===== config.mk =====
export PLATFORM = sky130hd
export DESIGN_NAME = record_play_sequencer
export DESIGN_NICKNAME = d
export VERILOG_FILES = /design/src/rtl/recorder_pkg.sv /design/src/rtl/record_play_sequencer_strobe.sv /design/src/rtl/record_play_sequencer.sv
export SDC_FILE = /design/constraint.sdc
export NUM_CORES = 1
export LEC_CHECK = 0
export ABC_CLOCK_PERIOD_IN_PS = 2360
export CAP_MARGIN = 40
export CORE_MARGIN = 2
export CORE_UTILIZATION = 53
export DETAILED_ROUTE_END_ITERATION = 10
export HOLD_SLACK_MARGIN = 0.15
export PLACE_DENSITY = 0.74
export SLEW_MARGIN = 25
export SYNTH_ARGS = -nofsm -noshare
export SYNTH_HDL_FRONTEND = slang
export SYNTH_SLANG_ARGS = --single-unit
export TNS_END_PERCENT = 100

===== constraint.sdc =====
create_clock -name clock -period 2.36 [get_ports clock]
set_input_delay 0.472 -clock clock [delete_from_list [all_inputs] [get_ports clock]]
set_output_delay 0.472 -clock clock [all_outputs]
set_load 0.05 [all_outputs]

===== src/rtl/recorder_pkg.sv =====
// Shared types and default clocking constants for the audio recorder.
package recorder_pkg;

  typedef enum logic [1:0] {
    IDLE = 2'd0,
    REC  = 2'd1,
    PLAY = 2'd2
  } rec_state_t;

  localparam int CLK_HZ    = 100_000_000;
  localparam int SAMPLE_HZ = 48_000;

  // Integer division gives 2083 cycles per sample at the defaults.
  localparam int DEFAULT_SAMPLE_DIV = CLK_HZ / SAMPLE_HZ;

endpackage


===== src/rtl/record_play_sequencer_strobe.sv =====
// Sample-rate strobe: free-running divider that runs only while enabled.
// The count is held at zero whenever enable is low, so every enable period
// starts fresh and the first tick lands DIV-1 cycles after enable rises.
module sample_strobe #(
  parameter int DIV = 2083
) (
  input  logic clock,
  input  logic reset_n,
  input  logic enable,
  output logic tick
);

  localparam int CW = (DIV > 1) ? $clog2(DIV) : 1;
  localparam logic [CW-1:0] LAST = CW'(DIV - 1);

  logic [CW-1:0] cnt_q;
  logic [CW-1:0] cnt_d;

  // Next count: clear when disabled or on wrap, otherwise advance.
  always_comb begin
    cnt_d = cnt_q;
    if (!enable || (cnt_q == LAST)) begin
      cnt_d = '0;
    end else begin
      cnt_d = cnt_q + CW'(1);
    end
  end

  // Divider register with synchronous active-low reset.
  always_ff @(posedge clock) begin
    if (!reset_n) begin
      cnt_q <= '0;
    end else begin
      cnt_q <= cnt_d;
    end
  end

  assign tick = enable && (cnt_q == LAST);

endmodule


===== src/rtl/record_play_sequencer.sv =====
// Record/playback sequencer: owns the mode FSM, the write/read pointers,
// the recorded length and the registered sample-memory strobes.
module record_play_sequencer
  import recorder_pkg::*;
#(
  parameter int SAMPLE_DIV  = DEFAULT_SAMPLE_DIV,
  parameter int ADDR_W      = 17,
  parameter int MAX_SAMPLES = 96000
) (
  input  logic              clock,
  input  logic              reset_n,
  input  logic              record_req,
  input  logic              play_req,
  input  logic              stop_req,
  output logic [ADDR_W-1:0] mem_addr,
  output logic              mem_we,
  output logic              mem_re,
  output logic [ADDR_W:0]   rec_len,
  output logic              recording,
  output logic              playing,
  output logic              done
);

  // Lengths and pointers carry one extra bit so a full 2**ADDR_W memory
  // is representable and all compares stay unsigned and same-width.
  localparam int LEN_W = ADDR_W + 1;
  localparam logic [LEN_W-1:0] MAX_LEN = LEN_W'(MAX_SAMPLES);

  rec_state_t       state_q, state_d;
  logic [LEN_W-1:0] wr_ptr_q, wr_ptr_d;
  logic [LEN_W-1:0] rd_ptr_q, rd_ptr_d;
  logic [LEN_W-1:0] rec_len_q, rec_len_d;
  logic [ADDR_W-1:0] addr_q, addr_d;
  logic             we_q, we_d;
  logic             re_q, re_d;
  logic             done_q, done_d;

  logic [LEN_W-1:0] wr_next;
  logic [LEN_W-1:0] rd_next;
  logic             strobe_en;
  logic             tick;

  assign strobe_en = (state_q == REC) || (state_q == PLAY);
  assign wr_next   = wr_ptr_q + LEN_W'(1);
  assign rd_next   = rd_ptr_q + LEN_W'(1);

  sample_strobe #(
    .DIV (SAMPLE_DIV)
  ) u_strobe (
    .clock   (clock),
    .reset_n (reset_n),
    .enable  (strobe_en),
    .tick    (tick)
  );

  // Mode transitions, pointer updates and next values of the registered outputs.
  always_comb begin
    state_d   = state_q;
    wr_ptr_d  = wr_ptr_q;
    rd_ptr_d  = rd_ptr_q;
    rec_len_d = rec_len_q;
    addr_d    = addr_q;
    we_d      = 1'b0;
    re_d      = 1'b0;
    done_d    = 1'b0;

    case (state_q)
      IDLE: begin
        // A stop in IDLE is a no-op but still blocks lower-priority requests.
        if (!stop_req) begin
          if (record_req) begin
            state_d   = REC;
            wr_ptr_d  = '0;
            // The old take is being overwritten, so it is no longer valid.
            rec_len_d = '0;
          end else if (play_req && (rec_len_q != '0)) begin
            state_d  = PLAY;
            rd_ptr_d = '0;
          end
        end
      end

      REC: begin
        if (stop_req) begin
          // A tick coinciding with the stop is dropped; keep what was written.
          rec_len_d = wr_ptr_q;
          done_d    = 1'b1;
          state_d   = IDLE;
        end else if (tick) begin
          we_d     = 1'b1;
          addr_d   = wr_ptr_q[ADDR_W-1:0];
          wr_ptr_d = wr_next;
          if (wr_next == MAX_LEN) begin
            rec_len_d = MAX_LEN;
            done_d    = 1'b1;
            state_d   = IDLE;
          end
        end
      end

      PLAY: begin
        if (stop_req) begin
          done_d  = 1'b1;
          state_d = IDLE;
        end else if (tick) begin
          re_d     = 1'b1;
          addr_d   = rd_ptr_q[ADDR_W-1:0];
          rd_ptr_d = rd_next;
          if (rd_next == rec_len_q) begin
            done_d  = 1'b1;
            state_d = IDLE;
          end
        end
      end

      default: begin
        state_d = IDLE;
      end
    endcase
  end

  // State, pointer and output registers; reset also discards the recording.
  always_ff @(posedge clock) begin
    if (!reset_n) begin
      state_q   <= IDLE;
      wr_ptr_q  <= '0;
      rd_ptr_q  <= '0;
      rec_len_q <= '0;
      addr_q    <= '0;
      we_q      <= 1'b0;
      re_q      <= 1'b0;
      done_q    <= 1'b0;
    end else begin
      state_q   <= state_d;
      wr_ptr_q  <= wr_ptr_d;
      rd_ptr_q  <= rd_ptr_d;
      rec_len_q <= rec_len_d;
      addr_q    <= addr_d;
      we_q      <= we_d;
      re_q      <= re_d;
      done_q    <= done_d;
    end
  end

  assign mem_addr  = addr_q;
  assign mem_we    = we_q;
  assign mem_re    = re_q;
  assign rec_len   = rec_len_q;
  assign recording = (state_q == REC);
  assign playing   = (state_q == PLAY);
  assign done      = done_q;

endmodule


After elaboration in Yosys (flattened, before gate mapping)
Cells that the tools add are included.
Cells by class
  add/subtract/negate cells: 3
  equal/unequal tests: 18
  muxes and demuxes: 39
  bitwise gates (word level): 1
  reduce and logical (&&, ||, !) cells: 18
Operators by type and width (number)
  two-way mux 18 bit: 12
  one-hot mux 18 bit (2 select lines): 3
  two-way mux 17 bit: 4
  adder 18 x 1 -> 18 bit, second input constant: 2
  one-hot mux 17 bit (2 select lines): 1
  == test 18 x 17 -> 1 bit, second input constant: 1
  == test 18 bit: 1
  two-way mux 2 bit: 9
  nonzero test 18 bit: 1
  AND reduction 5 bit: 3
  adder 12 x 1 -> 12 bit, second input constant: 1
  == test 12 bit, second input constant: 1
  inequality test 2 bit, second input constant: 6
  inequality test 3 x 2 -> 1 bit, second input constant: 4
  AND reduction 6 bit: 2
  two-way mux 1 bit: 8
  one-hot mux 2 bit (3 select lines): 1
  nonzero test 2 bit: 3
  inequality test 2 x 1 -> 1 bit, second input constant: 2
  AND reduction 2 bit: 2
  inequality test 3 bit, second input constant: 1
  == test 2 x 1 -> 1 bit, second input constant: 1
  == test 2 bit, second input constant: 1
  logical AND 1 bit: 2
  6 further kinds: 7
Storage, ports and cells
  bits in registers: 88
  input bits: 5

Longest topological paths before layout
  depth in word-level cells: 6
  gate-level depth with buffers: 12

Modules after synthesis
From an unflattened synthesis, not the netlist that was laid out.
Unflattened totals
  cells, all modules: 651
  area total of the unflattened synthesis: 5216.3 µm²
By module, submodules not included
  record_play_sequencer: instances 1, cells an instance 590, area an instance 4610.7 µm²
  sample_strobe: instances 1, cells an instance 61, area an instance 605.6 µm²

Worst setup path after synthesis
Ideal clock, no wire load.
  path kind: reg2reg
  from: register state_q[1]
  to: register addr_q[12] (netlist: mem_addr[12])
  arrival: 2.259 ns
  required time: 2.244 ns
  path slack: -0.015 ns
  stages on the path, launching flop included: 9
  path buffers: 2
  period minus slack after synthesis: 2.375 ns
  cells stage by stage: dfxtp_1 inv_1 ha_1 clkbuf_1 mux2i_1 nor3_1 clkbuf_1 o211ai_1 o211a_1
Between the ends
  word-level cells in the longest chain between the ends: 5
  elaborated cells on any way between the ends: 11
  classes of those cells: 6 x eq/ne; 1 x mux; 4 x reduce/logical
Ends and longest elaborated chain
  start: declaration: line record_play_sequencer.sv:29  | rec_state_t state_q, state_d;
  start signal: assignment: line record_play_sequencer.sv:134  | state_q <= state_d;
  == test 2 x 1 -> 1 bit (*)
  named net recording: line record_play_sequencer.sv:19  | output logic recording,
  logical OR 1 bit: line record_play_sequencer.sv:43  | assign strobe_en = (state_q == REC) || (state_q == PLAY);
  logical AND 1 bit: line record_play_sequencer_strobe.sv:38  | assign tick = enable && (cnt_q == LAST);
  inequality test 2 x 1 -> 1 bit (no line)
  AND reduction 5 bit (no line)
  end signal: assignment: line record_play_sequencer.sv:138  | addr_q <= addr_d;
  end: declaration: line record_play_sequencer.sv:33  | logic [ADDR_W-1:0] addr_q, addr_d;
The timed path passes the listed nets; every way through them passes the cells marked *.
A chain may end at the register's enable or synchronous reset.

Final worst setup path
  from: register wr_ptr_q[12]
  to: register state_q[0]
Between the ends
  word-level cells in the longest chain between the ends: 4
Ends and longest elaborated chain
  start: declaration: line record_play_sequencer.sv:30  | logic [LEN_W-1:0] wr_ptr_q, wr_ptr_d;
  start signal: assignment: line record_play_sequencer.sv:135  | wr_ptr_q <= wr_ptr_d;
  adder 18 x 1 -> 18 bit: line record_play_sequencer.sv:44  | assign wr_next = wr_ptr_q + LEN_W'(1);
  == test 18 x 17 -> 1 bit: line record_play_sequencer.sv:93  | if (wr_next == MAX_LEN) begin
  inequality test 3 x 2 -> 1 bit (no line)
  AND reduction 6 bit (no line)
No other way between the ends.

==> flow_metrics.py <==
metrics = {
    "synth": {
        "synth_edf_count": 0,
        "synth_cell_types": 64,
        "synth_top_area_share_pct": 33.8,
        "ys_ff_latch": 88,
        "synth_compound_area_share_pct": 19.9,
        "muxShareOfSynthArea_pct": 4.23,
        "synth_xor_area_share_pct": 6.56,
        "ys_warn_count": 0,
        "yosys_most_used_dff": "dfxtp_1",
        "synth.largest_area_cell": "dfxtp_1",
        "synth_fa_ha_area_share_pct": 1.92,
        "ys_seq_area_share_pct": 33.8,
        "synth_area_um2": 5210,
        "synth_top_family_by_area": "simple AND/OR/NAND/NOR gates",
        "synth_nets": 649,
        "synth.area.top_cells": "dfxtp_1 34%, nand2_1 5.9%, xnor2_1 4.4%",
        "synthSimpleGateAreaFrac_pct": 26.9,
        "async_flop_share_pct": 0,
        "synth_cells": 636,
        "synth.avg_cell_area_um2": 8.19,
    },
    "global_route": {
        "grt_use_met3_pct": 3.80,
        "gr-total-overflow": 0,
        "grt_max_degree": 46,
        "grt_antenna_before_repair": 0,
        "grt_pass1_vias": 4954,
        "track_usage_pct": 30.2,
        "use_met2_pct": 51.4,
        "grt_busiest_layer": "met2",
        "use_met1_pct": 37.5,
        "grt_pass1_wl_um": 24800,
    },
    "cts": {
        "cts-root-buf": "clkbuf_8",
        "htreeDepth": 3,
        "cts_tree": "built",
        "clkLatencyLatePin_ns": 0.38,
        "cts_buffers": 9,
        "clk_pin_slew_ns": 0.08,
        "hold_buffers": 0,
        "clockBufferDepth": 2,
        "clkSinkCount": 88,
    },
    "power_and_ir_drop": {
        "p_clk_share_pct": 23.1,
        "p_sw_mw": 1.54,
        "powerDensity_nw_per_um2": 588,
        "internal_power_mw": 2.58,
        "vdd_drop_max_uv": 334,
        "seqPwrFrac_pct": 37.7,
        "p_leak_nw": 2.64,
        "combPwrFrac_pct": 39.2,
        "switching_share_pct": 37.3,
    },
    "floorplanning": {
        "start_util_pct": 54.0,
        "num_rows": 36,
        "io_pins": 45,
        "die_h_um": 103,
        "die_x_um": 103,
        "core_um2": 9640,
        "dieArea_um2": 10600,
    },
    "worst_setup_path": {
        "worst_path_max_delay_cell": "or3_4",
        "rrSetupSlack_ns": 0.004,
        "start_kind": "flop",
        "crit_start": "wr_ptr_q[12]",
        "critical_path.cell_chain": "nand4_1 -> or3_4 -> buf_6 -> o31ai_4 -> buf_4 -> nand2_4 -> nor4_4 -> o211ai_1 -> mux2i_1",
        "r2r_cells": 9,
        "r2r_start": "wr_ptr_q[12]",
        "r2r-end": "state_q[0]",
        "path_class": "flop to flop",
        "crit_required_ns": 2.61,
        "crit_path_end": "state_q[0]",
        "worst_setup_path_end_kind": "flop",
        "slowest_delay_ns": 0.44,
        "cp_max_fo": 3,
        "arrival_ns": 2.61,
    },
    "route": {
        "ant_nets": 0,
        "via_per_inst": 5.94,
        "drtIter0Drc": 502,
        "drc_errors": 0,
        "dr.pass1.iters": 5,
        "drt_wl_total_um": 16100,
        "drt-wirelength-per-cell_um": 18.2,
        "num_vias": 5237,
    },
    "placed_design": {
        "numPortBuffers": 44,
        "gp_congestion": 0.935,
        "dpl.hpwl_um": 11200,
        "pre_cts_ws_ns": -0.367,
    },
    "cells_and_area": {
        "diodes": 0,
        "syn2layout_area_growth_pct": 34.5,
        "register_area_um2": 1790,
        "drive_gt1_share_pct": 28.3,
        "nNetsFinal": 760,
        "num-fill-cells": 765,
        "multi_input_area_um2": 3460,
    },
    "run": {
        "max_cap_violations": 0,
    },
    "sta": {
        "hold_viol": 0,
        "setup_viol": 0,
        "rsz0062_at_grt": "true",
        "skew_ns": 0.0127,
        "max_freq_mhz": 424,
        "setup_slack_ns": 0.00392,
        "maxSlewHeadroom_pct": 56.5,
        "tightestPinTransition_ns": 0.644,
        "fin_crit_sh_pct": 99.8,
        "final.min_clock_period_ns": 2.36,
        "fin_hold_ws_ns": 0.495,
        "finalSetupTns_ns": 0,
        "slew_violations": 0,
    },
    "run_status": {
        "status": "completed",
    },
    "worst_hold_path": {
        "min_path_type": "flop to flop",
    },
}
critical path, delay by kind of cell (launching register included):
family                 cells  cell delay (ns)
AOI/OAI and AO/OA          2             0.47
DFF                        1             0.34
buffers and inverters      2             0.33
muxes                      1             0.15
and+or+nand+nor            4             0.95
timing repair:
action | 4_1_cts | 5_1_grt
pin swaps | 12 | 28
buffers inserted | 4 | 14
gates cloned | 0 | 2
endpoints found under the setup margin | 22 | 30
gates resized for setup | 23 | 61
state kept, by name (all words and copies together), names as in the netlist:
register and count:
rec_len 18, wr_ptr_q 18, u_strobe.cnt_q 12, done 1, state_q 2, mem_re 1, mem_we 1, rd_ptr_q 18
mem_addr 17
how the worst min path moves through the flow:
| stage | startpoint | endpoint | cells after the start |
|---|---|---|---|
| after floorplan | u_strobe.cnt_q[0] | u_strobe.cnt_q[0] | 1 |
| after global placement | state_q[0] | state_q[0] | 2 |
| after detailed placement | state_q[1] | state_q[1] | 2 |
| after CTS | state_q[1] | state_q[1] | 2 |
| after global routing | state_q[1] | state_q[1] | 2 |
| final | state_q[1] | state_q[1] | 2 |
synth_stat cells, drive strengths merged (3+ instances only):
| library cell | n |
|---|---|
| o21ai | 30 |
| a21boi | 24 |
| o31ai | 3 |
| o211ai | 13 |
| o211a | 17 |
| or4 | 3 |
| nand4 | 9 |
| xor2 | 13 |
| buf | 15 |
| nor2 | 27 |
| o21a | 25 |
| inv | 19 |
| xnor2 | 26 |
| mux2i | 22 |
| nand3 | 47 |
| and2 | 5 |
| ha | 8 |
| a21oi | 16 |
| nand2 | 82 |
| dfxtp | 88 |
| nor2b | 11 |
| nor4b | 4 |
| nor3 | 35 |
| clkbuf | 35 |
| or3 | 9 |
| and3 | 6 |
| nor4 | 19 |
cells by family after synthesis:
group / Yosys count
and+or+nand+nor: 268
AOI/OAI and AO/OA: 140
DFF: 88
buffers and inverters: 71
xor gates and xnor gates: 39
muxes: 22
adders and majority gates: 8
layer usage:
layer	share of wire, %	wire length (um)
met1	41	6650
met2	49	7910
met3	5.8	940
met4	3.6	577
met5	0	0
through the flow:
stage / power, mW / area, um^2 / util [%] / instances
after floorplan: 2.62 / 5210 / - / 636
after global placement: 2.94 / 6280 / 65.1 / 850
after detailed placement: 3.04 / 6300 / 65.4 / 851
after CTS: 4.00 / 6600 / 68.5 / 867
after global routing: 4.31 / 7000 / 72.7 / 882
final: 4.12 / 7000 / 72.7 / 882
cells in the final DEF (no fill, tap or decap), types with 5 or more instances in the layout:
cell type,n
nand2_1,79
nand4_1,9
nor2_1,25
xor2_1,12
inv_1,18
clkbuf_8,11
nand3_2,15
o21a_1,25
o211a_1,17
mux2i_1,22
o21ai_0,18
nand3_1,30
buf_6,8
nor4_1,11
or3_1,5
buf_4,95
buf_12,5
dfxtp_1,76
a21oi_1,16
o21ai_2,10
dfxtp_2,7
clkdlybuf4s50_1,41
o211ai_1,11
dfxtp_4,5
nor3_1,32
a21boi_0,23
nor2b_1,11
xnor2_1,24
power groups by stage:
stage                     Clock (mW)  Combinational [mW]  Sequential, mW
after floorplan                    0               0.984            1.64
after global placement             0                1.35            1.59
after detailed placement           0                1.44            1.59
after CTS                      0.962                1.48            1.56
after global routing            1.01                1.74            1.56
final                          0.950                1.62            1.55
area by class of cell:
type	count	share of cell area (%)
timing repair buffer	151	19.2
sequential	88	25.5
inverter	20	1.18
clock buffer	12	2.22
multi-input combinational	477	49.4
clock inverter	1	0.0715
tap	133	2.38
No activity file was read; power rests on OpenSTA's default activity.
